[config.mk]
export PLATFORM = sky130hd
export DESIGN_NAME = nibble_serial_adder_ctrl
export DESIGN_NICKNAME = d
export VERILOG_FILES = /design/src/rtl/nibble_serial_adder_ctrl_pkg.sv /design/src/rtl/nibble_serial_adder_ctrl_cla.sv /design/src/rtl/nibble_serial_adder_ctrl.sv
export SDC_FILE = /design/constraint.sdc
export NUM_CORES = 1
export LEC_CHECK = 0
export BUFFER_PORTS_ARGS = -buffer_cell sky130_fd_sc_hd__buf_2
export CELL_PAD_IN_SITES_DETAIL_PLACEMENT = 2
export CELL_PAD_IN_SITES_GLOBAL_PLACEMENT = 2
export CORE_MARGIN = 1.5
export CORE_UTILIZATION = 38
export CTS_BUF_LIST = sky130_fd_sc_hd__clkbuf_2 sky130_fd_sc_hd__clkbuf_4 sky130_fd_sc_hd__clkbuf_8
export DETAILED_ROUTE_END_ITERATION = 7
export PLACE_DENSITY = 0.79
export SYNTH_ARGS = -nofsm -noshare
export SYNTH_HDL_FRONTEND = slang
export SYNTH_HIERARCHICAL = 1
export SYNTH_SLANG_ARGS = --single-unit
[constraint.sdc]
create_clock -name clk -period 2.5 [get_ports clk]
set_clock_uncertainty 0.2 [all_clocks]
set_input_delay 0.5 -clock clk [delete_from_list [all_inputs] [get_ports clk]]
set_output_delay 0.5 -clock clk [all_outputs]
set_load 0.05 [all_outputs]
[src/rtl/nibble_serial_adder_ctrl_pkg.sv]
`default_nettype none
// ============================================================================
// nibble_serial_adder_ctrl_pkg : shared slice width and controller states
// Revision 1.0
// ============================================================================
package nibble_serial_adder_ctrl_pkg;

    localparam int NIB = 4;

    typedef enum logic [1:0] {
        ST_IDLE = 2'd0,
        ST_RUN  = 2'd1,
        ST_DONE = 2'd2
    } state_t;

endpackage
`default_nettype wire

[src/rtl/nibble_serial_adder_ctrl_cla.sv]
`default_nettype none
// ============================================================================
// nibble_serial_adder_ctrl_cla : 4-bit carry-lookahead adder slice
// Revision 1.0
// ============================================================================
module nibble_serial_adder_ctrl_cla (
    input  logic [3:0] a,
    input  logic [3:0] b,
    input  logic       ci,
    output logic [3:0] s,
    output logic       co
);

    logic [3:0] p;
    logic [3:0] g;
    logic [4:0] c;

    assign p = a ^ b;
    assign g = a & b;

    // Carries flattened from generate/propagate, no ripple between bits.
    assign c[0] = ci;
    assign c[1] = g[0] | (p[0] & ci);
    assign c[2] = g[1] | (p[1] & g[0]) | (p[1] & p[0] & ci);
    assign c[3] = g[2] | (p[2] & g[1]) | (p[2] & p[1] & g[0])
                | (p[2] & p[1] & p[0] & ci);
    assign c[4] = g[3] | (p[3] & g[2]) | (p[3] & p[2] & g[1])
                | (p[3] & p[2] & p[1] & g[0]) | (p[3] & p[2] & p[1] & p[0] & ci);

    assign s  = p ^ c[3:0];
    assign co = c[4];

endmodule
`default_nettype wire

[src/rtl/nibble_serial_adder_ctrl.sv]
`default_nettype none
// ============================================================================
// nibble_serial_adder_ctrl : multi-cycle add/sub streaming nibbles LSB-first
// Revision 1.0
// ============================================================================
module nibble_serial_adder_ctrl
    import nibble_serial_adder_ctrl_pkg::*;
#(
    parameter int WIDTH = 16
) (
    input  logic             clk,
    input  logic             rst_n,
    input  logic             start,
    input  logic             sub,
    input  logic [WIDTH-1:0] a,
    input  logic [WIDTH-1:0] b,
    input  logic             cin,
    output logic             busy,
    output logic             done,
    output logic [WIDTH-1:0] sum,
    output logic             cout,
    output logic             ovf
);

    localparam int N  = WIDTH / NIB;
    localparam int SW = (N > 1) ? $clog2(N) : 1;
    localparam int WW = (N > 1) ? WIDTH - NIB : 1;
    localparam logic [SW-1:0] LAST = SW'(N - 1);

    generate
        if ((WIDTH % NIB) != 0 || WIDTH < NIB) begin : g_width_check
            $error("WIDTH must be a multiple of 4 and at least 4");
        end
    endgenerate

    state_t           state;
    logic [SW-1:0]    step;
    logic [WIDTH-1:0] op_a;
    logic [WIDTH-1:0] op_b;
    logic             carry;
    logic [WW-1:0]    work;
    logic             a_msb;
    logic             b_msb;

    logic [3:0]       nib_sum;
    logic             nib_cout;
    logic [WIDTH-1:0] work_next;
    logic [WW-1:0]    work_d;

    nibble_serial_adder_ctrl_cla u_cla (
        .a  (op_a[NIB-1:0]),
        .b  (op_b[NIB-1:0]),
        .ci (carry),
        .s  (nib_sum),
        .co (nib_cout)
    );

    // Working register holds the upper nibbles already produced; the newest
    // nibble enters at the MSB so after N steps the result is aligned.
    generate
        if (N > 1) begin : g_multi
            assign work_next = {nib_sum, work};
            assign work_d    = work_next[WIDTH-1:NIB];
        end else begin : g_single
            assign work_next = nib_sum;
            assign work_d    = 1'b0;
        end
    endgenerate

    always_ff @(posedge clk or negedge rst_n) begin
        if (!rst_n) begin
            state <= ST_IDLE;
            step  <= '0;
            op_a  <= '0;
            op_b  <= '0;
            carry <= 1'b0;
            work  <= '0;
            a_msb <= 1'b0;
            b_msb <= 1'b0;
            busy  <= 1'b0;
            done  <= 1'b0;
            sum   <= '0;
            cout  <= 1'b0;
            ovf   <= 1'b0;
        end else begin
            case (state)
                ST_RUN: begin
                    op_a  <= op_a >> NIB;
                    op_b  <= op_b >> NIB;
                    carry <= nib_cout;
                    work  <= work_d;
                    if (step == LAST) begin
                        step  <= '0;
                        sum   <= work_next;
                        cout  <= nib_cout;
                        ovf   <= (a_msb == b_msb) && (nib_sum[NIB-1] != a_msb);
                        state <= ST_DONE;
                        busy  <= 1'b0;
                        done  <= 1'b1;
                    end else begin
                        step <= step + 1'b1;
                    end
                end
                default: begin
                    done <= 1'b0;
                    if (start) begin
                        op_a  <= a;
                        op_b  <= sub ? ~b : b;
                        carry <= sub ? 1'b1 : cin;
                        a_msb <= a[WIDTH-1];
                        b_msb <= sub ? ~b[WIDTH-1] : b[WIDTH-1];
                        step  <= '0;
                        work  <= '0;
                        state <= ST_RUN;
                        busy  <= 1'b1;
                    end else begin
                        state <= ST_IDLE;
                    end
                end
            endcase
        end
    end

endmodule
`default_nettype wire

Yosys cells after proc, flatten, opt, wreduce, memory -nomap -nowiden --
Index checks and enable logic that the tools add are counted.
Word-level totals: output and inout bits 20, logic and storage cells 78, input bits 37, register bits 71
Operators by class: reductions and logical operators 5, multiplexer cells 22, bitwise gates (word level) 32, eq/ne operators 5, add/subtract/negate cells 1
Operators by type and width (number):
- 16-bit two-way mux | 5
- 12-bit two-way mux | 2
- 1-bit bitwise AND | 16
- 16-bit NOT | 1
- 1-bit two-way mux | 10
- 2-bit two-way mux | 5
- 1-bit bitwise OR | 10
- 4-bit bitwise XOR | 2
- 2-bit AND reduction | 3
- 4-bit bitwise AND | 1
- 2-bit by 1-bit adder with 2-bit output, second input constant | 1
- 2-bit by 1-bit == test with 1-bit output, second input constant | 1
- 2-bit == test, second input constant | 1
- 2-bit inequality test, second input constant | 1
- 1-bit NOT | 2
- 2-bit nonzero test | 1
- 1-bit == test | 1
- 1-bit logical AND | 1
- 1-bit inequality test | 1

Depth between registers and ports, before layout --
word-level depth 8, mapped depth 7, gate-level depth less buffers 7

Hierarchy --
The synthesis kept the hierarchy.
Modules (own cells, without submodules):
- nibble_serial_adder_ctrl | area each 3175.5 sq um, seq. area each 1751.7 sq um, cells each 274, instances 1
- nibble_serial_adder_ctrl_cla | area each 132.6 sq um, seq. area each 0.0 sq um, cells each 13, instances 1

Worst setup path before layout --
OpenSTA, ideal clock, no wires.
kind flip-flop to flip-flop, start register op_a[0], end register ovf, path buffers 0, setup time 0.127 ns, required time 2.173 ns, cell stages (with the launch flop) 8, data arrival time 1.647 ns, clock period less this slack 1.974 ns, setup slack 0.526 ns, path through dfrtp_1 ha_1 a21o_1 a31o_1 xor2_1 and3b_1 a21oi_1 o21ai_0
Between the ends: cells in the longest elaborated chain, start to end 7, elaborated cells on any way between the ends 10, classes of those cells eq/ne (1); bitwise (8); reduce/logical (1)
Ends and longest elaborated chain:
- start: declaration | RTL line nibble_serial_adder_ctrl.sv:38 | logic [WIDTH-1:0] op_a;
- start signal: assignment | RTL line nibble_serial_adder_ctrl.sv:88 | op_a <= op_a >> NIB;
- 4-bit bitwise AND or 4-bit bitwise XOR (tied branches) | RTL line nibble_serial_adder_ctrl_cla.sv:19, nibble_serial_adder_ctrl_cla.sv:18
- 1-bit bitwise AND (on tied branches) | RTL line nibble_serial_adder_ctrl_cla.sv:25, nibble_serial_adder_ctrl_cla.sv:26
- 1-bit bitwise OR or 1-bit bitwise AND (tied branches) | RTL line nibble_serial_adder_ctrl_cla.sv:25, nibble_serial_adder_ctrl_cla.sv:26
- 1-bit bitwise OR (*) | RTL line nibble_serial_adder_ctrl_cla.sv:26 | | (p[2] & p[1] & p[0] & ci);
- 4-bit bitwise XOR (*) | RTL line nibble_serial_adder_ctrl_cla.sv:30 | assign s = p ^ c[3:0];
- via nib_sum[3] | RTL line nibble_serial_adder_ctrl.sv:45 | logic [3:0] nib_sum;
- 1-bit inequality test (*) | RTL line nibble_serial_adder_ctrl.sv:96 | ovf <= (a_msb == b_msb) && (nib_sum[NIB-1] != a_msb);
- 1-bit logical AND (*) | RTL line nibble_serial_adder_ctrl.sv:96
- end signal: assignment | RTL line nibble_serial_adder_ctrl.sv:96
- end: declaration | RTL line nibble_serial_adder_ctrl.sv:22 | output logic ovf
Mark *: on every way through the listed nets, which the timed path passes. The rest lies on a longest branch. A chain may end at the register's enable or synchronous reset.

Worst setup path in the final report --
Ends and elaborated chain as after synthesis.

==> flow_summary.yaml <==
floorplan:
  initial_utilization_pct: 39.7
  rows: 33
  die_w_um: 96.3
  die_height_um: 96.3
  dieArea_um2: 9270
  pin_count: 57
  core_area_um2: 8340
clock_tree:
  htreeDepth: 3
  ctsResizeCount: 0
  clkTransAtPathRegs_ns: 0.08
  cts-root-buf: "clkbuf_8"
  worst_skew_pair.late_latency_ns: 0.35
  cts_sinks: 70
  tritoncts: "built"
  cts_setup_buffers: 0
  cts_buffers: 9
  clk_path_buf_depth: 2
yosys:
  synthTopCellsByArea: "dfrtp_1 (53%), mux2i_1 (8.5%), nand2_1 (6.0%)"
  synth_top_cell_by_area: "dfrtp_1"
  syn_nets: 330
  ys_seq_area_share_pct: 53.0
  synthDistinctLibCells: 30
  ys_ff_latch: 70
  syn_area_um2: 3310
  synth_top_cell_area_share_pct: 53.0
  synth-edff-count: 0
  yosysWarnings: 6
  syn_inst: 287
  syn_avg_cell_area_um2: 11.5
  async_flop_share_pct: 100
  synth-main-ff-cell: "dfrtp_1"
cells_and_area:
  layout.nets: 386
  syn_to_final_growth_pct: 17.8
  drive_gt1_share_pct: 29.6
  fin_cells: 453
  diodes: 0
drt:
  vias: 2311
  wl_per_cell_um: 17.5
  antenna_left: 0
  drc: 0
  routed_wl_um: 7930
  first_pass_iters: 4
  viasPerCell: 5.10
  drt_iter0_drc: 77
global_route:
  grt_max_degree: 50
  grt_overflow_total: 0
  grt_antenna_before_repair: 0
  grt_pass1_vias: 2519
  track_usage_pct: 19.2
  grt_first_pass_wirelength_um: 13000
min_path:
  min_path_cells: 2
  hold_end: "a_msb"
  min-delay-start: "a[15]"
  hold_path.class: "in2reg"
sta:
  finalMaxSlewViolations: 0
  max_freq_mhz: 446
  worst_hold_slack_ns: 0.198
  worst_pin_slew_ns: 0.522
  period_share_pct: 89.7
  period_minus_slack_ns: 2.24
  setup_tns_ns: 0
  rsz0062_at_grt: "false"
  hold_viol_final: 0
  slew_headroom_pct: 65.2
  setup_viol: 0
critical_path:
  reg2reg_depth: 7
  path_class: "reg2reg"
  critPathMaxFanout: 4
  cp-end-kind: "flop"
  crit_arrival_ns: 2.26
  cp.required_ns: 2.52
  rr_endpoint: "ovf"
  startpoint_type: "flop"
  r2r_start: "op_a[0]"
  r2r_slack_ns: 0.26
power_and_ir_drop:
  irDropWorstVdd_mv: 0.353
  power_density_nw_per_um2: 1350
  leakagePower_nw: 2.00
placement:
  port_buffers: 56
  dp.cells: 436
  dpl.hpwl_um: 5450
  gp_congestion: 0.677
flow_run:
  max-cap-violations: 0
status:
  outcome: "finished, final reports clean"
[power breakdown]
| group | leakage (nW) | switching (mW) | internal [mW] | total (mW) |
|---|---|---|---|---|
| clock network | 0.130 | 0.445 | 0.720 | 1.16 |
| registers | 0.901 | 0.305 | 1.61 | 1.91 |
| logic | 0.973 | 1.44 | 0.732 | 2.17 |
| total | 2.00 | 2.19 | 3.06 | 5.25 |
[stage by stage]
stage | area, um^2 | setup WS, ns | power, mW | utilization (%)
2_1_floorplan | 3310 | 0.526 | 3.56 | -
3_3_place_gp | 3630 | 0.416 | 3.96 | 43.5
3_5_place_dp | 3630 | 0.294 | 4.12 | 43.5
4_1_cts | 3900 | 0.271 | 5.33 | 46.7
5_1_grt | 3900 | 0.183 | 5.61 | 46.7
6_report | 3900 | 0.257 | 5.25 | 46.7
[kinds of logic after synthesis]
| group | share of synthesized area, % |
|---|---|
| AOI/OAI and AO/OA | 7.60 |
| xor gates and xnor gates | 5.03 |
| adders and majority gates | 2.50 |
| buffers and inverters | 5.37 |
| DFF | 53.0 |
| muxes | 14.6 |
| and+or+nand+nor | 12.0 |
[how the worst max path moves through the flow]
stage	startpoint	endpoint	slack [ns]	cells after the start
after detailed placement	op_a[0]	ovf	0.29	7
after CTS	op_a[0]	ovf	0.27	7
after global routing	op_a[0]	ovf	0.18	7
after floorplan	op_a[0]	ovf	0.53	7
final	op_a[0]	ovf	0.26	7
after global placement	op_a[0]	ovf	0.42	7
[layout make-up]
cell class,instances,area [um^2]
sequential,70,1750
clock inverter,5,104
tap,105,131
inverter,1,3.75
timing repair buffer,65,375
multi-input combinational,196,1380
clock buffer,11,151
fill,899,4440
[cell usage after synthesis (2+ instances only)]
cell	instances
a211oi_2	4
a21o_1	4
a21oi_1	4
buf_2	3
buf_4	9
buf_6	6
dfrtp_1	70
ha_1	5
mux2_2	17
mux2i_1	28
nand2_1	53
nand2b_1	2
nand3b_1	13
nor2_1	12
o21ai_0	2
o21ai_1	24
xnor2_1	5
xor2_1	14
[critical path, cell delays in order, from the launching register on]
cell and delay [ns]:
dfrtp_1 0.42, ha_1 0.31, a21o_1 0.21, a31o_1 0.26, xor2_1 0.28, and3b_1 0.22
a21oi_1 0.12, o21ai_0 0.10
[placed cells by master, fill, tap and decap left out, drive strengths merged, types with 2 or more instances in the layout]
| master | count |
|---|---|
| mux2 | 18 |
| nand2b | 2 |
| nor2 | 12 |
| o21ai | 26 |
| nand3b | 14 |
| bufinv | 3 |
| ha | 5 |
| inv | 2 |
| a21oi | 4 |
| xnor2 | 5 |
| a21o | 4 |
| mux2i | 28 |
| clkbuf | 11 |
| nand2 | 53 |
| a211oi | 4 |
| buf | 64 |
| xor2 | 14 |
| dfrtp | 70 |
[per-layer routing]
metal,global-route usage [%],up-vias,wire length (um)
met5,0,-,0
met4,6.88,0,80
met3,3.79,5,228
met2,32.3,40,4100
met1,24.6,1190,3530
li1,-,1076,-
[flip-flops by register name, indices dropped and copies added (netlist names)]
| register | flops |
|---|---|
| op_a | 16 |
| op_b | 16 |
| sum | 16 |
| work | 12 |
| state | 2 |
| step | 2 |
| a_msb | 1 |
| b_msb | 1 |
| busy | 1 |
| carry | 1 |
| cout | 1 |
| ovf | 1 |
[what timing repair did]
action	in CTS	in global routing
endpoints found under the hold margin	21	0
endpoints found under the setup margin	0	0
hold buffers	1	0
(Power assumes the default switching activity.)
